File: src/rtl/pll_reset_sequencer_pkg.sv
// Shared types and constants for the PLL bring-up / system reset sequencer.
// Holds the sequencer state encoding, retry counter sizing and a counter-width helper.
package pll_reset_sequencer_pkg;

   typedef enum logic [1:0] {
      PLL_RST   = 2'd0,
      WAIT_LOCK = 2'd1,
      STABLE    = 2'd2,
      RUN       = 2'd3
   } seq_state_t;

   localparam int                 RETRY_W   = 4;
   localparam logic [RETRY_W-1:0] RETRY_MAX = 4'd15;

   // Width of a counter that runs from 0 up to max_count-1.
   function automatic int cnt_w(input int max_count);
      return (max_count < 2) ? 1 : $clog2(max_count);
   endfunction

   function automatic int max3(input int a, input int b, input int c);
      int m;
      m = (a > b) ? a : b;
      return (m > c) ? m : c;
   endfunction

endpackage

File: src/rtl/pll_reset_sequencer_button_debouncer.sv
// Two-flop synchronizer followed by a stable-count filter for a raw push button.
// The filtered output follows the synchronized input only after DebounceCycles disagreeing cycles.
module button_debouncer
   import pll_reset_sequencer_pkg::*;
#(
   parameter int   DebounceCycles = 120000,
   parameter logic ResetVal       = 1'b1
) (
   input  logic clk,
   input  logic rst,
   input  logic raw,
   output logic db
);

   localparam int              CntW    = cnt_w(DebounceCycles);
   localparam logic [CntW-1:0] CntLast = CntW'(DebounceCycles - 1);

   logic            meta;
   logic            sync;
   logic [CntW-1:0] cnt;

   always_ff @(posedge clk or posedge rst) begin
      if (rst) begin
         meta <= ResetVal;
         sync <= ResetVal;
         db   <= ResetVal;
         cnt  <= '0;
      end else begin
         meta <= raw;
         sync <= meta;
         // Any cycle of agreement restarts the filter.
         if (sync == db) begin
            cnt <= '0;
         end else if (cnt == CntLast) begin
            db  <= sync;
            cnt <= '0;
         end else begin
            cnt <= cnt + 1'b1;
         end
      end
   end

endmodule

File: src/rtl/pll_reset_sequencer.sv
// Sequences SB_PLL40 reset/lock on the reference clock and gates the downstream system reset.
// Outputs are registered from the next state so they move on the same edge as state_o.
module pll_reset_sequencer
   import pll_reset_sequencer_pkg::*;
#(
   parameter int PllResetCycles    = 16,
   parameter int LockTimeoutCycles = 1200000,
   parameter int LockStableCycles  = 1024,
   parameter int DebounceCycles    = 120000
) (
   input  logic               clk_i,
   input  logic               rst_i,
   input  logic               pll_lock_i,
   input  logic               btn_ni,
   output logic               pll_resetb_o,
   output logic               sys_rst_no,
   output logic [1:0]         state_o,
   output logic [RETRY_W-1:0] retry_count_o,
   output logic               lock_lost_o
);

   localparam int              CntW       = cnt_w(max3(PllResetCycles, LockTimeoutCycles,
                                                       LockStableCycles));
   localparam logic [CntW-1:0] RstLast    = CntW'(PllResetCycles - 1);
   localparam logic [CntW-1:0] TimeoutLast = CntW'(LockTimeoutCycles - 1);
   localparam logic [CntW-1:0] StableLast = CntW'(LockStableCycles - 1);

   seq_state_t         state;
   seq_state_t         state_next;
   logic [CntW-1:0]    cnt;
   logic [CntW-1:0]    cnt_next;
   logic [RETRY_W-1:0] retry_next;
   logic               pll_resetb_next;
   logic               sys_rst_next;
   logic               lock_lost_next;

   logic lock_meta;
   logic lock_s;
   logic btn_db;

   always_ff @(posedge clk_i or posedge rst_i) begin
      if (rst_i) begin
         lock_meta <= 1'b0;
         lock_s    <= 1'b0;
      end else begin
         lock_meta <= pll_lock_i;
         lock_s    <= lock_meta;
      end
   end

   button_debouncer #(
      .DebounceCycles (DebounceCycles),
      .ResetVal       (1'b1)
   ) u_btn_db (
      .clk (clk_i),
      .rst (rst_i),
      .raw (btn_ni),
      .db  (btn_db)
   );

   always_ff @(posedge clk_i or posedge rst_i) begin
      if (rst_i) begin
         state         <= PLL_RST;
         cnt           <= '0;
         retry_count_o <= '0;
         pll_resetb_o  <= 1'b0;
         sys_rst_no    <= 1'b0;
         lock_lost_o   <= 1'b0;
      end else begin
         state         <= state_next;
         cnt           <= cnt_next;
         retry_count_o <= retry_next;
         pll_resetb_o  <= pll_resetb_next;
         sys_rst_no    <= sys_rst_next;
         lock_lost_o   <= lock_lost_next;
      end
   end

   always_comb begin
      state_next     = state;
      cnt_next       = cnt;
      retry_next     = retry_count_o;
      lock_lost_next = 1'b0;

      case (state)
         PLL_RST: begin
            if (cnt == RstLast) begin
               state_next = WAIT_LOCK;
               cnt_next   = '0;
            end else begin
               cnt_next = cnt + 1'b1;
            end
         end
         WAIT_LOCK: begin
            // Lock takes priority over a timeout landing on the same cycle.
            if (lock_s) begin
               state_next = STABLE;
               cnt_next   = '0;
            end else if (cnt == TimeoutLast) begin
               state_next = PLL_RST;
               cnt_next   = '0;
               if (retry_count_o != RETRY_MAX) begin
                  retry_next = retry_count_o + 1'b1;
               end
            end else begin
               cnt_next = cnt + 1'b1;
            end
         end
         STABLE: begin
            if (!lock_s) begin
               state_next = WAIT_LOCK;
               cnt_next   = '0;
            end else if (cnt == StableLast) begin
               state_next = RUN;
               cnt_next   = '0;
            end else begin
               cnt_next = cnt + 1'b1;
            end
         end
         RUN: begin
            if (!lock_s) begin
               state_next     = PLL_RST;
               cnt_next       = '0;
               lock_lost_next = 1'b1;
            end
         end
         default: begin
            state_next = PLL_RST;
            cnt_next   = '0;
         end
      endcase

      pll_resetb_next = (state_next != PLL_RST);
      sys_rst_next    = (state_next == RUN) && btn_db;
   end

   assign state_o = state;

endmodule

File: config.mk
export PLATFORM = sky130hd
export DESIGN_NAME = pll_reset_sequencer
export DESIGN_NICKNAME = d
export VERILOG_FILES = /design/src/rtl/pll_reset_sequencer_pkg.sv /design/src/rtl/pll_reset_sequencer_button_debouncer.sv /design/src/rtl/pll_reset_sequencer.sv
export SDC_FILE = /design/constraint.sdc
export NUM_CORES = 1
export LEC_CHECK = 0
export CAP_MARGIN = 40
export CORE_MARGIN = 5
export CORE_UTILIZATION = 50
export CTS_BUF_LIST = sky130_fd_sc_hd__clkbuf_4 sky130_fd_sc_hd__clkbuf_8 sky130_fd_sc_hd__clkbuf_16
export DETAILED_ROUTE_END_ITERATION = 7
export GPL_TIMING_DRIVEN = 0
export PLACE_DENSITY = 0.68
export SYNTH_ARGS = -nofsm -noshare
export SYNTH_HDL_FRONTEND = slang
export SYNTH_SLANG_ARGS = --single-unit
File: constraint.sdc
create_clock -name clk_i -period 2.34 [get_ports clk_i]
set_input_delay 0.468 -clock clk_i [delete_from_list [all_inputs] [get_ports clk_i]]
set_output_delay 0.468 -clock clk_i [all_outputs]
set_load 0.005 [all_outputs]
==> results.cfg <==
[status]
run_status = finished clean

[route]
drt-total-wl_mm = 4.64
dr.first_iter.drc_count = 58
wire_per_inst_um = 13.6
detail_route.vias_per_cell = 5.43
drc = 0
met3WireLength_um = 129
via_count = 1852
drtAntennaViolNets = 0
drt_first_pass_iters = 4
wl_met1_mm = 2.16
route.met2.wl_mm = 2.28
highest-signal-layer = met4

[sta]
timing.fmax_mhz = 474
fin_crit_sh_pct = 90.1
rsz0062_at_grt = no
hold_viol = 0
max-slew-margin-rel_pct = 43.0
final_max_slew_viol_count = 0
tightest_slew_ps = 848
fin_setup_tns_ps = 0
fin_crit_ps = 2110
skew_ps = 10.1
setup_violations = 0
layout_setup_ws_ps = 231

[finish]
nets = 277
fillers = 447
syn_to_final_growth_pct = 13.7
antenna_cells = 0
stdcell_area_um2 = 2900
drive_above_1_share_pct = 13.7

[die]
initial_core_util_pct = 50.6
die_h_um = 81.4
die_w_um = 81.4
row_count = 26
pin_count = 13
dieArea_um2 = 6630
coreArea_um2 = 5040

[global_route]
grt_use_total_pct = 16.3
overflow = 0
grt_pass1_vias = 1749
grt_antenna_before_repair = 0
grt_max_degree = 36
grt_pass1_wl_mm = 8.22

[critical_path]
arrival_ps = 2300
r2r_slack_ps = 230
r2r-end = cnt[13]$_DFFE_PP0P_
endpoint_kind = flip-flop
crit_type = reg -> reg
worstRegToRegCells = 6
cp_max_fo = 10
r2r-start = cnt[12]$_DFFE_PP0P_
critPathLaunchType = flip-flop
required_ps = 2530

[clock_network]
htree_levels = 2
cts-root-buf = clkbuf_8
cts.clk_slew.worst_paths_ps = 90
clock_latency_ps = 300
numCtsBuffers = 5
holdBufCountCts = 0
cts_tree = done
cts.sinks = 52
clockBufferDepth = 2

[min_path]
worstHoldStart = lock_meta$_DFF_PP0_
min_to = lock_s$_DFF_PP0_
hold_class = reg -> reg
hold_depth = 0

[power_and_ir_drop]
pwr-share-clk_pct = 25.8
powerDensity_nw_per_um2 = 679
ir_worst_vdd_v = 0.000607
comb_power_share_pct = 23.1
p_leak_nw = 1.24
switching_share_pct = 29.7
intPower_mw = 1.39
switching_power_uw = 585
seqPwrFrac_pct = 51.1

[synthesis]
synth_warnings = 0
synth_fp_nets = 255
ys_ff_latch = 52
avgSynthCellArea_um2 = 10.3
ys_seq_area_share_pct = 51.2
synth_area_um2 = 2550
synth_cell_types = 40
synth_cells = 248

[place]
dpl.hpwl_mm = 3.29
dp_worst_setup_slack_ps = -120
postPlaceCellArea_um2 = 2780
portBuffers = 12
gp_congestion = 0.781

[job]
maxCapViolCount = 0
## registers in the layout (all words and copies together), names as in the netlist
name,flops
cnt,21
u_btn_db.cnt,17
retry_count_o,4
state_o,2
lock_lost_o,1
lock_meta,1
lock_s,1
pll_resetb_o,1
sys_rst_no,1
u_btn_db.db,1
u_btn_db.meta,1
u_btn_db.sync,1
## power groups by stage
stage,sequential (mW),clock (mW),combinational [mW]
6_report,1.01,0.507,0.455
5_1_grt,1.02,0.586,0.505
4_1_cts,1.01,0.531,0.458
3_5_place_dp,1.03,0,0.428
3_3_place_gp,1.02,0,0.418
2_1_floorplan,1.02,0,0.298
## metal layers
metal  vias up  GRT usage [%]
met2        29           25.8
met1       907           21.5
met3         7           4.17
met5         -              0
met4         0           6.25
li1        909              -
## layout make-up
cell class              count  area, µm²  area share (%)
plain buffers               8       56.3            1.94
clock buffers               6       76.3            2.63
clock inverters             2       12.5           0.431
inverters                   5       18.8           0.647
multi-input cells         183       1190            41.0
flip-flops and latches     52       1310            45.0
well taps                  70       87.6            3.02
repair buffers             15        155            5.35
## synthesized netlist by cell type
master	n	share of area, %
a211oi_1	2	0.59
a211oi_2	1	0.49
a21oi_1	2	0.39
a31oi_1	2	0.49
and2_1	2	0.49
and3_1	8	2.0
and3_2	1	0.29
and4_1	3	1.0
and4_2	1	0.39
and4b_1	1	0.39
and4b_2	1	0.44
buf_2	2	0.39
buf_6	3	1.3
clkbuf_1	3	0.44
dfrtp_1	49	48
dfstp_2	3	3.1
ha_1	3	1.5
inv_1	5	0.74
mux2_2	2	0.88
mux2i_1	1	0.39
nand2_1	13	1.9
nand2b_1	1	0.25
nand3_1	15	2.9
nand3b_1	1	0.29
nand4_1	14	3.4
nor2_1	40	5.9
nor2_2	3	0.74
nor3_1	9	1.8
nor3b_1	2	0.59
nor4_1	4	0.98
nor4_4	2	1.7
nor4bb_1	1	0.39
o21a_1	2	0.59
o21ai_0	6	1.2
o311ai_0	1	0.34
o31ai_1	2	0.59
or2_2	1	0.25
or4_4	1	0.44
xnor2_1	16	5.5
xor2_1	19	6.5
## worst max-delay path, stage by stage, from the launching register on
cell and delay (ps):
dfrtp_1 460, nor4_2 380, and4b_1 350, a211oi_1 200, nor4_4 360, buf_6 200
nor2_1 50
## worst max path at each step
stage | startpoint | to | slack, ps
after floorplan | cnt[7]$_DFFE_PP0P_ | cnt[18]$_DFFE_PP0P_ | 180
after global placement | rst_i | state_o[1]$_DFF_PP0_ | -340
after detailed placement | cnt[7]$_DFFE_PP0P_ | cnt[13]$_DFFE_PP0P_ | -120
after CTS | cnt[12]$_DFFE_PP0P_ | cnt[18]$_DFFE_PP0P_ | 140
after global routing | cnt[0]$_DFFE_PP0P_ | cnt[4]$_DFFE_PP0P_ | 50
final | cnt[12]$_DFFE_PP0P_ | cnt[13]$_DFFE_PP0P_ | 230
## per-stage QoR
step                instances  utilization [%]  hold WS (ps)  power (mW)
CTS                       341             57.2           366        2.00
finish                    341             57.5           364        1.97
global route              341             57.5           370        2.11
global placement          330             54.7           338        1.44
floorplan                 248                -           331        1.32
detailed placement        331             55.1           343        1.45
## cells by family (layout without fill, tap and decap cells)
kind of cell    after synthesis  after routing  share of synthesized area (%)
simple gates                124            124                           26.5
flops                        52             52                           51.2
xor+xnor                     35             35                           12.0
compound gates               18             18                           4.66
buf+inv                      13             36                           2.89
fa+ha+maj                     3              3                           1.47
mux                           3              3                           1.28
## repair_timing
| action | 4_1_cts | 5_1_grt |
|---|---|---|
| resized for setup | 1 | 3 |
| setup endpoints to repair | 18 | 11 |
| setup buffers | 2 | 0 |
| pin swaps | 1 | 0 |
| cloned | 0 | 0 |
## placed cells by master, fill, tap and decap left out, types with 3 or more instances in the layout
cell	instances
and4_1	3
clkbuf_8	5
nand3_1	15
nand2_1	13
dfstp_2	3
xor2_1	19
nor2_2	3
inv_1	4
ha_1	3
dfrtp_1	49
buf_6	3
and3_1	8
nor2_1	40
xnor2_1	16
nand4_1	14
clkdlybuf4s50_1	12
o21ai_0	6
nor3_1	8
(Power assumes the default switching activity.)
